<file path="config.mk">
export PLATFORM = sky130hd
export DESIGN_NAME = multi_evt_counter
export DESIGN_NICKNAME = d
export VERILOG_FILES = /design/src/rtl/evt_counter_pkg.sv /design/src/rtl/evt_counter_ch.sv /design/src/rtl/multi_evt_counter.sv
export SDC_FILE = /design/constraint.sdc
export NUM_CORES = 1
export LEC_CHECK = 0
export ABC_AREA = 1
export CELL_PAD_IN_SITES_DETAIL_PLACEMENT = 0
export CELL_PAD_IN_SITES_GLOBAL_PLACEMENT = 1
export CORE_MARGIN = 5
export CORE_UTILIZATION = 34
export CTS_CLUSTER_DIAMETER = 150
export DETAILED_ROUTE_END_ITERATION = 6
export GPL_TIMING_DRIVEN = 1
export PLACE_DENSITY = 0.8
export SLEW_MARGIN = 10
export SYNTH_ARGS = -nofsm -noshare
export SYNTH_HDL_FRONTEND = slang
export SYNTH_SLANG_ARGS = --single-unit
</file>
<file path="constraint.sdc">
create_clock -name clk_in -period 2.39 [get_ports clk_in]
set_input_delay 0.478 -clock clk_in [delete_from_list [all_inputs] [get_ports clk_in]]
set_output_delay 0.478 -clock clk_in [all_outputs]
set_load 0.01 [all_outputs]
</file>
<file path="src/rtl/evt_counter_pkg.sv">
// Shared types and helpers for the event counter fabric.
package evt_counter_pkg;

  typedef enum logic {
    CNT_PERIODIC = 1'b0,
    CNT_ONESHOT  = 1'b1
  } counter_mode_t;

  localparam int unsigned MAX_WIDTH = 32;

  // Terminal count for modulus m at the given width; m == 0 selects the full 2**width range.
  function automatic logic [MAX_WIDTH-1:0] terminal(input logic [MAX_WIDTH-1:0] m,
                                                    input int unsigned width);
    logic [MAX_WIDTH-1:0] ones;
    ones = '1;
    if (m == '0) return ones >> (MAX_WIDTH - width);
    return m - MAX_WIDTH'(1);
  endfunction

endpackage

</file>
<file path="src/rtl/evt_counter_ch.sv">
// One modulo event counter channel: count, wrap pulse and sticky one-shot done.
module evt_counter_ch
  import evt_counter_pkg::*;
#(
  parameter int unsigned WIDTH = 17
) (
  input  logic             clk_in,
  input  logic             rst_n_in,
  input  logic             en_in,
  input  logic             src_in,
  input  logic             clr_in,
  input  logic             load_in,
  input  logic [WIDTH-1:0] load_val_in,
  input  logic [WIDTH-1:0] mod_in,
  input  counter_mode_t    mode_in,
  output logic [WIDTH-1:0] count_out,
  output logic             wrap_out,
  output logic             done_out
);

  logic [WIDTH-1:0] count_q, count_d;
  logic             wrap_q, wrap_d;
  logic             done_q, done_d;
  logic [WIDTH-1:0] term;
  logic             cnt_evt;

  assign term    = WIDTH'(terminal(MAX_WIDTH'(mod_in), WIDTH));
  assign cnt_evt = en_in & src_in & ~done_q;

  always_comb begin
    count_d = count_q;
    wrap_d  = 1'b0;
    done_d  = done_q;
    if (clr_in) begin
      count_d = '0;
      done_d  = 1'b0;
    end else if (load_in) begin
      count_d = load_val_in;
      done_d  = 1'b0;
    end else if (cnt_evt) begin
      // >= so a shrunk modulus or oversized load wraps on the next event
      if (count_q >= term) begin
        count_d = '0;
        wrap_d  = 1'b1;
        if (mode_in == CNT_ONESHOT) done_d = 1'b1;
      end else begin
        count_d = count_q + WIDTH'(1);
      end
    end
  end

  always_ff @(posedge clk_in or negedge rst_n_in) begin
    if (!rst_n_in) begin
      count_q <= '0;
      wrap_q  <= 1'b0;
      done_q  <= 1'b0;
    end else begin
      count_q <= count_d;
      wrap_q  <= wrap_d;
      done_q  <= done_d;
    end
  end

  assign count_out = count_q;
  assign wrap_out  = wrap_q;
  assign done_out  = done_q;

endmodule

</file>
<file path="src/rtl/multi_evt_counter.sv">
// N-channel modulo event counter with optional wrap cascading between adjacent channels.
module multi_evt_counter
  import evt_counter_pkg::*;
#(
  parameter int unsigned NUM_CH  = 4,
  parameter int unsigned WIDTH   = 17,
  parameter bit          CASCADE = 1'b1
) (
  input  logic                    clk_in,
  input  logic                    rst_n_in,
  input  logic [NUM_CH-1:0]       en_in,
  input  logic [NUM_CH-1:0]       evt_in,
  input  logic [NUM_CH-1:0]       clr_in,
  input  logic [NUM_CH-1:0]       load_in,
  input  logic [NUM_CH*WIDTH-1:0] load_val_in,
  input  logic [NUM_CH*WIDTH-1:0] mod_in,
  input  logic [NUM_CH-1:0]       mode_in,
  input  logic [NUM_CH-1:0]       casc_in,
  output logic [NUM_CH*WIDTH-1:0] count_out,
  output logic [NUM_CH-1:0]       wrap_out,
  output logic [NUM_CH-1:0]       done_out
);

  logic [NUM_CH-1:0] src;
  logic [NUM_CH-1:0] wrap_w;
  logic              casc_unused;

  // casc_in[0] has no upstream channel and is deliberately ignored
  assign casc_unused = ^casc_in;

  genvar i;
  generate
    for (i = 0; i < NUM_CH; i++) begin : g_ch
      if (i == 0) begin : g_src0
        assign src[i] = evt_in[i];
      end else begin : g_srcn
        assign src[i] = (CASCADE && casc_in[i]) ? wrap_w[i-1] : evt_in[i];
      end

      evt_counter_ch #(
        .WIDTH(WIDTH)
      ) u_ch (
        .clk_in      (clk_in),
        .rst_n_in    (rst_n_in),
        .en_in       (en_in[i]),
        .src_in      (src[i]),
        .clr_in      (clr_in[i]),
        .load_in     (load_in[i]),
        .load_val_in (load_val_in[i*WIDTH +: WIDTH]),
        .mod_in      (mod_in[i*WIDTH +: WIDTH]),
        .mode_in     (counter_mode_t'(mode_in[i])),
        .count_out   (count_out[i*WIDTH +: WIDTH]),
        .wrap_out    (wrap_w[i]),
        .done_out    (done_out[i])
      );
    end
  endgenerate

  assign wrap_out = wrap_w;

endmodule

</file>
== Yosys cells after proc, flatten, opt, wreduce, memory -nomap -nowiden ==
Index checks and enable logic that the tools add are counted.

* Output and inout bits: 76
* Bits of input ports: 162
* Bits in registers: 76
* Logic and storage cells: 123

* Muxes and demuxes: 67
* Add/subtract/negate cells: 8
* Magnitude comparators: 4
* Reductions and logical operators: 20
* Bitwise operators: 12

{| class="wikitable"
|+ Operator list
! cell !! count
|-
| $mux W17 || 24
|-
| $add A17 B1 Y17 const B || 4
|-
| $ge A17 B17 Y1 || 4
|-
| $logic_not A17 Y1 || 4
|-
| $sub A17 B1 Y17 const B || 4
|-
| $mux W1 || 43
|-
| $reduce_bool A3 Y1 || 12
|-
| $reduce_and A3 Y1 || 4
|-
| $and A1 B1 Y1 || 8
|-
| $not A1 Y1 || 4
|}

== Depth between registers and ports, before layout ==
Gate-level depths: netlist of run 1.

* Word-level depth: 8
* Gate-level depth with buffers: 25
* Depth with buffers taken out: 24

== Hierarchy ==
Synthesis of run 1 repeated with hierarchy kept, for this count alone.

* Cell total of the unflattened synthesis: 1537
* Area total of the unflattened synthesis: 9427.8 um2

{| class="wikitable"
|+ By module, submodules not included
! module !! times used !! area an instance (um2) !! cells each
|-
| evt_counter_ch at g_ch[1].u_ch ... || 2 || 2319.7 || 380
|-
| evt_counter_ch at g_ch[0].u_ch || 1 || 2374.8 || 380
|-
| evt_counter_ch at g_ch[3].u_ch || 1 || 2368.5 || 385
|-
| multi_evt_counter || 1 || 45.0 || 12
|}

== Worst setup path after synthesis of run 1 ==
No wires, ideal clock.

* Kind: input to register
* From: input port mod_in[0]
* To: register g_ch[0].u_ch.count_q[10]
* Data required time: 2.324 ns
* Stages on the path: 25
* Arrival time: 2.826 ns
* Path buffers: 1
* Setup slack: -0.501 ns
* Path through: inv_1 > ha_1 > inv_1 > nor3_2 > nand2_1 > nor2_4 > nand2_4 > nor2_4 > nand2_2 > nor2_2 > xor2_1 > inv_1 > ha_1 > nand2_1 > nand2_1 > a21oi_1 > nand2_1 > nand2_1 > nand2_1 > nor2_4 > buf_6 > nand3_1 > nand2_1 > nand2_1 > nand2_1

* Word-level cells in the longest chain between the ends: 8

{| class="wikitable"
|+ Ends and longest elaborated chain
! item !! RTL line !! text
|-
| start, declared || multi_evt_counter.sv:16 || <nowiki>input logic [NUM_CH*WIDTH-1:0] mod_in,</nowiki>
|-
| branches (longest 2 deep; another with $sub A17 B1 Y17) || -- ||
|-
| $mux W17 (*) || evt_counter_pkg.sv:17 || <nowiki>return m - MAX_WIDTH'(1);</nowiki>
|-
| $ge A17 B17 Y1 (*) || evt_counter_ch.sv:42 || <nowiki>if (count_q >= term) begin</nowiki>
|-
| $mux W17 (*) || evt_counter_ch.sv:42 ||
|-
| $mux W17 (*) || evt_counter_ch.sv:40 || <nowiki>end else if (cnt_evt) begin</nowiki>
|-
| $mux W17 (*) || evt_counter_ch.sv:37 || <nowiki>end else if (load_in) begin</nowiki>
|-
| $mux W17 (*) || evt_counter_ch.sv:34 || <nowiki>if (clr_in) begin</nowiki>
|-
| end signal, assigned || evt_counter_ch.sv:58 || <nowiki>count_q <= count_d;</nowiki>
|-
| end, declared || evt_counter_ch.sv:21 || <nowiki>logic [WIDTH-1:0] count_q, count_d;</nowiki>
|}

Every way passes the cells marked *. The select of a mux whose other input is x is not followed.
A chain may end at the register's enable or synchronous reset.

== Final worst setup path of run 1 ==
* From: input port mod_in[0]
* To: register g_ch[0].u_ch.count_q[13]

The elaborated chain is that of the path after synthesis.

==> impl_metrics.yaml, run 1 <==
run_status:
  status: "complete, but fails checks"
  violations: "setup timing"
timing:
  setup_violations: 76
  rsz0062_at_grt: "true"
  max_slew_margin_pct: 46.5
  fmaxAchievable_ghz: 0.349
  tns_ns: -24.95
  slew_violations: 0
  hold_viol: 0
  setup_slack_ns: -0.473
  layout_min_cycle_time_ns: 2.86
  min_period_over_period_pct: 120
  clock_skew_ns: 0.00950
  tightest_slew_ns: 0.802
power:
  swShare_pct: 34.5
  p_seq_share_pct: 29.3
  power.switching_mw: 1.82
  p_int_mw: 3.46
  vdd_drop_max_mv: 0.256
  power_leakage_nw: 7.50
  power_frac_clock_pct: 29.9
  total_power_mw: 5.27
  pwr-share-comb_pct: 40.8
  power_density_nw_per_um2: 351
yosys:
  netlist_area_sq_um: 8830
  synth_edf_count: 0
  netlist.area_leader.share_pct: 23.7
  syn_area_per_cell_sq_um: 6.05
  synth.ff_latch_count: 76
  yosys-top-cells-count: "nand2_1 (557), nor2_1 (182), inv_1 (142)"
  synth_fp_nets: 1697
  synthTopCellsByArea: "nand2_1 (24%), dfrtp_1 (22%), ha_1 (11%)"
  synth.most_common_cell: "nand2_1"
  ys_types: 41
  yosysTopAreaCell: "nand2_1"
  seq_area_frac_synth_pct: 21.5
  syn_inst: 1459
  yosysWarnings: 0
  synth_ff_type: "dfrtp_1"
  synth_async_sr_flop_share_pct: 100
clock_tree:
  cts.sinks: 76
  cts.clk_slew.worst_paths_ns: 0.07
  cts_root_buffer: "clkbuf_16"
  htreeDepth: 3
  cts_tree: "done"
  clk_latency_ns: 0.34
  clk_path_buf_depth: 2
  cts_buffers: 9
grt:
  grt_antenna_before_repair: 3
  grt_usage_pct: 22.3
  grt_pass1_wl_um: 53100
  grt_overflow: 0
  grt_pass1_vias: 10700
  grt_max_degree: 38
cells_and_area:
  fillers: 2534
  multi_input_area_sq_um: 7360
  stdcell_count: 2239
  ff_latch_area_sq_um: 1900
  final_core_utilization_pct: 58.2
  final_nets: 2135
  syn2layout_area_growth_pct: 70.3
  drive_above_1_share_pct: 29.3
place:
  io_buffer_count: 236
  routabilityCongestion: 0.894
  hpwl_um: 24700
  dp_cells: 2158
routing:
  viasPerCell: 4.84
  ant_nets: 0
  wirelength_um: 33300
  drc: 0
  drt_first_pass_iters: 5
  wl_per_cell_um: 14.9
  first_iter_violations: 444
  vias: 10800
setup_path:
  crit_fanout: 5
  r2r_end: "g_ch[3].u_ch.count_out[15]"
  r2r_cells: 13
  cp-end-kind: "flop"
  crit-reg2reg-launch: "g_ch[3].u_ch.count_out[2]"
  arrival_ns: 3.14
  worst_setup_path_start_kind: "input port"
  regToRegSetupSlack_ns: 0.31
  path_class: "input port to flop"
  critPathRequiredTime_ns: 2.67
die:
  rows: 59
  die-width_um: 171
  initial_utilization_pct: 34.2
  dieArea_sq_um: 29300
  fp.coreArea_sq_um: 25800
  die_y_um: 171
  io_pins: 238
run:
  drv_cap: 0
min_path:
  hold_path_class: "input port to asynchronous set/reset pin"
## worst max-delay path: stages
cell and delay (ns):
buf_12 0.11, inv_12 0.04, ha_4 0.12, inv_2 0.04, nor3_4 0.15, nand2_2 0.11, nor2_4 0.12, nand2_4 0.09
nor3_4 0.29, buf_6 0.16, nor2_1 0.04, ha_1 0.28, nand2_2 0.07, nor2_1 0.05, nand2_2 0.08, nor2_2 0.04
nor2_1 0.13, nand2_2 0.08, nor2_4 0.16, buf_6 0.15, buf_12 0.12, nand3_2 0.05, nand2_1 0.06, nand2_1 0.05
nand2_1 0.06
## power by group through the flow
stage,combinational [mW],clock [mW],sequential [mW]
6_report,2.15,1.58,1.55
5_1_grt,2.37,1.68,1.56
4_1_cts,2.06,1.63,1.54
3_5_place_dp,1.79,0,1.56
3_3_place_gp,1.76,0,1.56
2_1_floorplan,0.806,0,1.57
## placed cells by master, fill, tap and decap left out, types with 11 or more instances in the layout
cell type | netlist | final
xor2_1 | 43 | 41
nor3_4 | 4 | 12
nor2_4 | 6 | 25
buf_12 | 0 | 11
nand4_1 | 27 | 27
o21ai_0 | 28 | 16
nor2_2 | 14 | 39
a21oi_1 | 40 | 33
xnor2_1 | 19 | 19
dfrtp_1 | 76 | 76
nor2_1 | 182 | 138
ha_4 | 0 | 17
nand2_2 | 10 | 49
buf_4 | 11 | 189
nand2_1 | 557 | 509
inv_2 | 16 | 28
nand3_2 | 1 | 59
nand3_1 | 109 | 46
inv_1 | 142 | 117
nor3_2 | 13 | 12
buf_6 | 2 | 19
nor3_1 | 18 | 11
ha_1 | 76 | 59
o21ai_2 | 0 | 13
clkdlybuf4s50_1 | 0 | 175
dlygate4sd2_1 | 0 | 35
## what timing repair did
item	4_1_cts	5_1_grt
resized for setup	289	101
pin swaps	124	92
endpoints found under the setup margin	76	76
hold buffers	0	0
cloned	9	1
setup buffers	47	12
## metrics by stage
step | setup WS, ns | area, sq um | hold WS, ns
after global routing | -0.664 | 15000 | 0.0278
after global placement | -1.28 | 13100 | 0.393
after CTS | -0.467 | 14600 | 0.0187
final | -0.473 | 15000 | 0.0237
after detailed placement | -1.31 | 13100 | 0.395
after floorplan | -0.436 | 9230 | 0.182
## cell type report
class | count | area share (%)
Antenna cell | 2 | 0.0333
Clock inverter | 4 | 0.466
Sequential cell | 76 | 12.6
Inverter | 160 | 4.56
Multi-Input combinational cell | 1191 | 48.9
Timing Repair Buffer | 459 | 28.8
Tap cell | 335 | 2.79
Clock buffer | 12 | 1.77
## worst max-delay path by stage
stage,startpoint,to,slack [ns],cells after the start
after floorplan,mod_in[0],g_ch[0].u_ch.count_out[10],-0.44,25
after global placement,mod_in[0],g_ch[0].u_ch.count_out[14],-1.28,25
after detailed placement,mod_in[0],g_ch[0].u_ch.count_out[13],-1.31,25
after CTS,mod_in[0],g_ch[0].u_ch.count_out[15],-0.47,26
after global routing,mod_in[0],g_ch[0].u_ch.count_out[14],-0.66,25
final,mod_in[0],g_ch[0].u_ch.count_out[13],-0.47,25
## registers in the layout, indices dropped and copies added (netlist names)
signal               cells
g_ch.u_ch.count_out     68
g_ch.u_ch.wrap_out       4
g_ch.u_ch.done_out       4
## layer usage
layer	track usage (%)	part of all wire, %
met1	28.6	43
met2	38.4	49
met3	3.54	5.4
met4	7.34	2.7
met5	0	0.033
## logic make-up (layout without fill, tap and decap cells)
family	after synthesis	in the layout	synth area share, %
adder cells (fa/ha/maj)	76	76	10.8
XOR/XNOR	62	62	6.15
AO/OA/AOI/OAI	95	95	5.85
multiplexers	1	1	0.127
buffers and inverters	195	635	9.08
AND/OR/NAND/NOR	954	957	46.5
flip-flops	76	76	21.5
other	0	2	0
No activity file was read; power rests on OpenSTA's default activity.
==> run 2: changes to the inputs <==
CTS_BUF_LIST = sky130_fd_sc_hd__clkbuf_8   (was not set)
==> run 2 against run 1 <==
  * Clock power is 23% lower
  * Cell count about the same
  * Design area is essentially flat
  * Worst hold slack better by 0.49 ns
  * Sequential power hardly changed
  * Die area unchanged
  * Register-to-register slack better by 0.02 ns
  * Largest power group unchanged
  * Core utilization is essentially flat
  * The flow still finishes with violations (setup timing)
  * Fmax increased by 4.0%
  * Critical path depth down 4
  * Wire length is 0.46% lower
  * Highest routed layer unchanged
==> impl_metrics.yaml, run 2 (synthesis gave the netlist of run 1 again) <==
setup_path:
  cp-end-kind: "flop"
  path_class: "input port to flop"
  regToRegSetupSlack_ns: 0.33
  crit_fanout: 5
  arrival_ns: 3.01
  r2r_cells: 9
  crit-reg2reg-launch: "g_ch[1].u_ch.done_out"
  r2r_end: "g_ch[1].u_ch.count_out[11]"
  worst_setup_path_start_kind: "input port"
  critPathRequiredTime_ns: 2.65
timing:
  slew_violations: 0
  layout_min_cycle_time_ns: 2.75
  setup_violations: 76
  tightest_slew_ns: 0.824
  clock_skew_ns: 0.0223
  min_period_over_period_pct: 115
  tns_ns: -19.65
  setup_slack_ns: -0.363
  hold_viol: 0
  max_slew_margin_pct: 45.0
  fmaxAchievable_ghz: 0.363
  rsz0062_at_grt: "true"
clock_tree:
  cts_buffers: 9
  cts.sinks: 76
  clk_path_buf_depth: 2
  htreeDepth: 3
  cts_root_buffer: "clkbuf_8"
  cts.clk_slew.worst_paths_ns: 0.09
  cts_tree: "done"
  clk_latency_ns: 0.38
run_status:
  status: "complete, but fails checks"
  violations: "setup timing"
die:
  initial_utilization_pct: 34.2
  fp.coreArea_sq_um: 25800
  die-width_um: 171
  dieArea_sq_um: 29300
  rows: 59
  io_pins: 238
  die_y_um: 171
routing:
  drc: 0
  top_layer_used: "met5"
  vias: 10800
  drt_first_pass_iters: 7
  first_iter_violations: 495
  ant_nets: 0
  wl_per_cell_um: 14.8
  met1Wirelength_um: 14700
  wl_met3_um: 1540
  wirelength_um: 33200
  viasPerCell: 4.80
  wl_met2_um: 16100
cells_and_area:
  largest_reg_flops: 68
  final_cell_mix: "nand2_1 (506), buf_4 (193), clkdlybuf4s50_1 (175)"
  syn2layout_area_growth_pct: 70.5
  stdcell_count: 2241
  drive_above_1_share_pct: 30.3
  final_nets: 2138
  final_common_cell: "nand2_1"
place:
  dp_slack_ns: -1.31
  routabilityCongestion: 0.894
  hpwl_um: 24700
  dp_cells: 2158
  io_buffer_count: 236
min_path:
  hold_path_class: "flop to flop"
  min_from: "g_ch[3].u_ch.done_out"
  hold_path_end: "g_ch[3].u_ch.done_out"
  hold_depth: 2
grt:
  grt_overflow: 0
  grt_max_degree: 38
  grt_usage_pct: 22.1
  grt_pass1_vias: 10700
  grt_antenna_before_repair: 2
  grt_pass1_wl_um: 52700
power:
  power_leakage_nw: 7.50
  power_density_nw_per_um2: 328
  total_power_mw: 4.94
  vdd_drop_max_mv: 0.210
run:
  drv_cap: 0
run 2: repair_timing:
| item | CTS | global route |
|---|---|---|
| gates resized for setup | 303 | 105 |
| hold buffers | 1 | 0 |
| hold endpoints to repair | 17 | 0 |
| setup endpoints to repair | 76 | 76 |
| pin swaps | 128 | 81 |
| cloned | 9 | 1 |
| buffers inserted | 45 | 13 |
run 2: metal layers:
| layer | vias up | track usage, % |
|---|---|---|
| li1 | 5506 | - |
| met1 | 4959 | 28.3 |
| met5 | - | 0 |
| met2 | 243 | 39.0 |
| met3 | 47 | 3.42 |
| met4 | 2 | 5.89 |
run 2: per-stage QoR:
step / cell area (sq um) / hold WS [ns] / utilization, %
floorplan: 9230 / 0.182 / -
global placement: 13100 / 0.393 / 50.6
detailed placement: 13100 / 0.395 / 50.6
CTS: 14600 / 0.520 / 56.3
global route: 15100 / 0.558 / 58.3
finish: 15100 / 0.510 / 58.3
run 2: where the power goes:
part	total (mW)	switching [mW]	internal, mW
Sequential	1.54	0.170	1.37
Clock	1.22	0.546	0.672
Combinational	2.18	1.08	1.10
Total	4.94	1.80	3.15
run 2: area by class of cell:
class | count | area [sq um]
flip-flops and latches | 76 | 1900
inverters | 160 | 688
fillers | 2525 | 10800
repair buffers | 462 | 4360
clock inverters | 4 | 70.1
multi-input cells | 1191 | 7450
diodes | 1 | 2.50
well taps | 335 | 419
clock buffers | 12 | 165
run 2: critical path: stages:
cell             delay (ns)
clkdlybuf4s50_1        0.42
inv_1                  0.09
nand3_2                0.10
nor3_4                 0.25
buf_4                  0.16
xor2_2                 0.18
nor2_4                 0.05
ha_4                   0.26
nand2_2                0.07
nor2_1                 0.14
nand2_2                0.08
nor2_2                 0.10
nor2_1                 0.05
nand2_2                0.08
nor2_4                 0.05
buf_6                  0.13
buf_12                 0.13
nand3_2                0.05
nand2_1                0.05
nand2_1                0.05
nand2_1                0.05
run 2: worst max-delay path by stage:
stage / start / endpoint / slack [ns] / depth (start not counted)
finish: mod_in[6] / g_ch[0].u_ch.count_out[6] / -0.36 / 21
global route: mod_in[0] / g_ch[0].u_ch.count_out[14] / -0.54 / 27
CTS: mod_in[0] / g_ch[0].u_ch.count_out[13] / -0.42 / 26
detailed placement: mod_in[0] / g_ch[0].u_ch.count_out[13] / -1.31 / 25
global placement: mod_in[0] / g_ch[0].u_ch.count_out[14] / -1.28 / 25
floorplan: mod_in[0] / g_ch[0].u_ch.count_out[10] / -0.44 / 25
==> run 3: changes to the inputs <==
RECOVER_POWER = 50   (was not set)
==> run 3 against run 2 <==
  * The run still ends with setup timing left
  * Worst hold slack about the same
  * Clock power about the same
  * Fmax about the same
  * Total power about the same
  * Sequential power about the same
  * Non-clock buffer count unchanged
  * Sequential share of layout area about the same
  * Via count up 0.28%
  * Clock skew down 0.00083 ns
  * Setup slack better by 0.00073 ns
  * Cell count unchanged
  * Critical path depth unchanged
==> impl_metrics.yaml, run 3 (synthesis gave the netlist of run 1 again) <==
routing:
  drc: 0
  wl_met3_um: 1510
  top_layer_used: "met5"
  wirelength_um: 33200
  vias: 10800
  drt_first_pass_iters: 5
  viasPerCell: 4.81
  wl_per_cell_um: 14.8
  first_iter_violations: 486
  met1Wirelength_um: 14700
  ant_nets: 0
  wl_met2_um: 16200
grt:
  grt_max_degree: 38
  grt_pass1_wl_um: 52700
  grt_overflow: 0
  grt_antenna_before_repair: 2
  grt_pass1_vias: 10700
  grt_usage_pct: 22.1
power:
  swShare_pct: 36.4
  total_power_mw: 4.94
  p_seq_share_pct: 31.2
  power_density_nw_per_um2: 328
  power_leakage_nw: 7.49
  pwr-share-comb_pct: 44.1
  p_int_mw: 3.14
  power.switching_mw: 1.80
  power_frac_clock_pct: 24.7
  vdd_drop_max_mv: 0.210
die:
  dieArea_sq_um: 29300
  die-width_um: 171
  rows: 59
  io_pins: 238
  initial_utilization_pct: 34.2
  die_y_um: 171
  fp.coreArea_sq_um: 25800
setup_path:
  crit_fanout: 5
  critPathMaxStageDelay_ns: 0.42
  critPathRequiredTime_ns: 2.65
  path_class: "input port to flop"
  worstPathCellList: "clkdlybuf4s50_1 -> inv_1 -> nand3_2 -> nor3_4 -> buf_4 -> xor2_2 -> nor2_4 -> ha_4 -> nand2_2 -> nor2_1 -> nand2_2 -> nor2_2 -> nor2_1 -> nand2_2 -> nor2_4 -> buf_6 -> buf_12 -> nand3_2 -> nand2_1 -> nand2_1 -> nand2_1"
  cp-end-kind: "flop"
  worst_setup_path_start_kind: "input port"
  arrival_ns: 3.01
  cp_slowest_cell: "clkdlybuf4s50_1"
timing:
  min_period_over_period_pct: 115
  rsz0062_at_grt: "true"
  max_slew_margin_pct: 19.0
  clock_skew_ns: 0.0215
  hold_viol: 0
  fmaxAchievable_ghz: 0.363
  tns_ns: -19.61
  setup_slack_ns: -0.362
  tightest_slew_ns: 1.22
  layout_min_cycle_time_ns: 2.75
  setup_violations: 76
  slew_violations: 0
clock_tree:
  cts.sinks: 76
  htreeDepth: 3
  clk_path_buf_depth: 2
  cts_root_buffer: "clkbuf_8"
  cts_tree: "done"
  clk_latency_ns: 0.38
  cts_buffers: 9
  cts.clk_slew.worst_paths_ns: 0.09
cells_and_area:
  stdcell_count: 2241
  final_cell_mix: "nand2_1 (506), buf_4 (191), clkdlybuf4s50_1 (175)"
  final_common_cell: "nand2_1"
  syn2layout_area_growth_pct: 70.3
  final_nets: 2138
  drive_above_1_share_pct: 30.2
  largest_reg_flops: 68
run_status:
  violations: "setup timing"
  status: "complete, but fails checks"
place:
  dp_slack_ns: -1.31
  routabilityCongestion: 0.894
  dp_cells: 2158
  hpwl_um: 24700
  io_buffer_count: 236
min_path:
  hold_path_class: "flop to flop"
run:
  drv_cap: 0
run 3: changes by cell type in the layout (fill, tap and decap cells not counted), sizes merged:
cell / delta
clkbuf: +3
buf: -3
run 3: area by class of cell:
type | count | area (sq um)
well taps | 335 | 419
inverters | 160 | 688
fillers | 2529 | 10800
clock buffers | 12 | 165
repair buffers | 462 | 4340
clock inverters | 4 | 70.1
multi-input cells | 1191 | 7450
diodes | 1 | 2.50
flip-flops and latches | 76 | 1900
run 3: routing by layer:
layer | track usage (%) | vias to the layer above
li1 | - | 5505
met1 | 28.3 | 4994
met2 | 39.0 | 239
met3 | 3.42 | 47
met4 | 5.89 | 2
met5 | 0 | -
run 3: per-stage QoR:
step / hold WS [ns] / instance area, sq um / utilization, %
2_1_floorplan: 0.182 / 9230 / -
3_3_place_gp: 0.393 / 13100 / 50.6
3_5_place_dp: 0.395 / 13100 / 50.6
4_1_cts: 0.520 / 14600 / 56.3
5_1_grt: 0.559 / 15000 / 58.2
6_report: 0.510 / 15000 / 58.2
run 3: worst paths after layout:
check | from | end | slack (ns) | cells after the start
setup / recovery | mod_in[6] | g_ch[0].u_ch.count_out[6] | -0.36 | 21
hold / removal | g_ch[3].u_ch.done_out | g_ch[3].u_ch.done_out | 0.51 | 2
setup reg to reg | g_ch[1].u_ch.done_out | g_ch[1].u_ch.count_out[11] | 0.32 | 9
hold reg to reg | g_ch[3].u_ch.done_out | g_ch[3].u_ch.done_out | 0.51 | 2
max in group asynchronous | rst_n_in | g_ch[1].u_ch.count_out[2] | 0.18 | 3
min in group asynchronous | rst_n_in | g_ch[3].u_ch.count_out[15] | 0.90 | 2
run 3: power by group through the flow:
stage / clock, mW / sequential (mW) / combinational [mW]
floorplan: 0 / 1.57 / 0.806
global placement: 0 / 1.56 / 1.76
detailed placement: 0 / 1.56 / 1.79
CTS: 1.26 / 1.54 / 2.08
global route: 1.31 / 1.56 / 2.40
finish: 1.22 / 1.54 / 2.18
run 3: timing repair:
| action | CTS | global route |
|---|---|---|
| setup buffers | 45 | 13 |
| endpoints found under the setup margin | 76 | 76 |
| hold buffers | 1 | 0 |
| gates cloned | 9 | 1 |
| resized for setup | 303 | 105 |
| pin swaps | 128 | 81 |
| endpoints found under the hold margin | 17 | 0 |
run 3: critical path, delay by kind of cell:
family | cells | cell delay, ns
xor+xnor | 1 | 0.18
fa+ha+maj | 1 | 0.26
buf+inv | 5 | 0.93
simple gates | 14 | 1.17
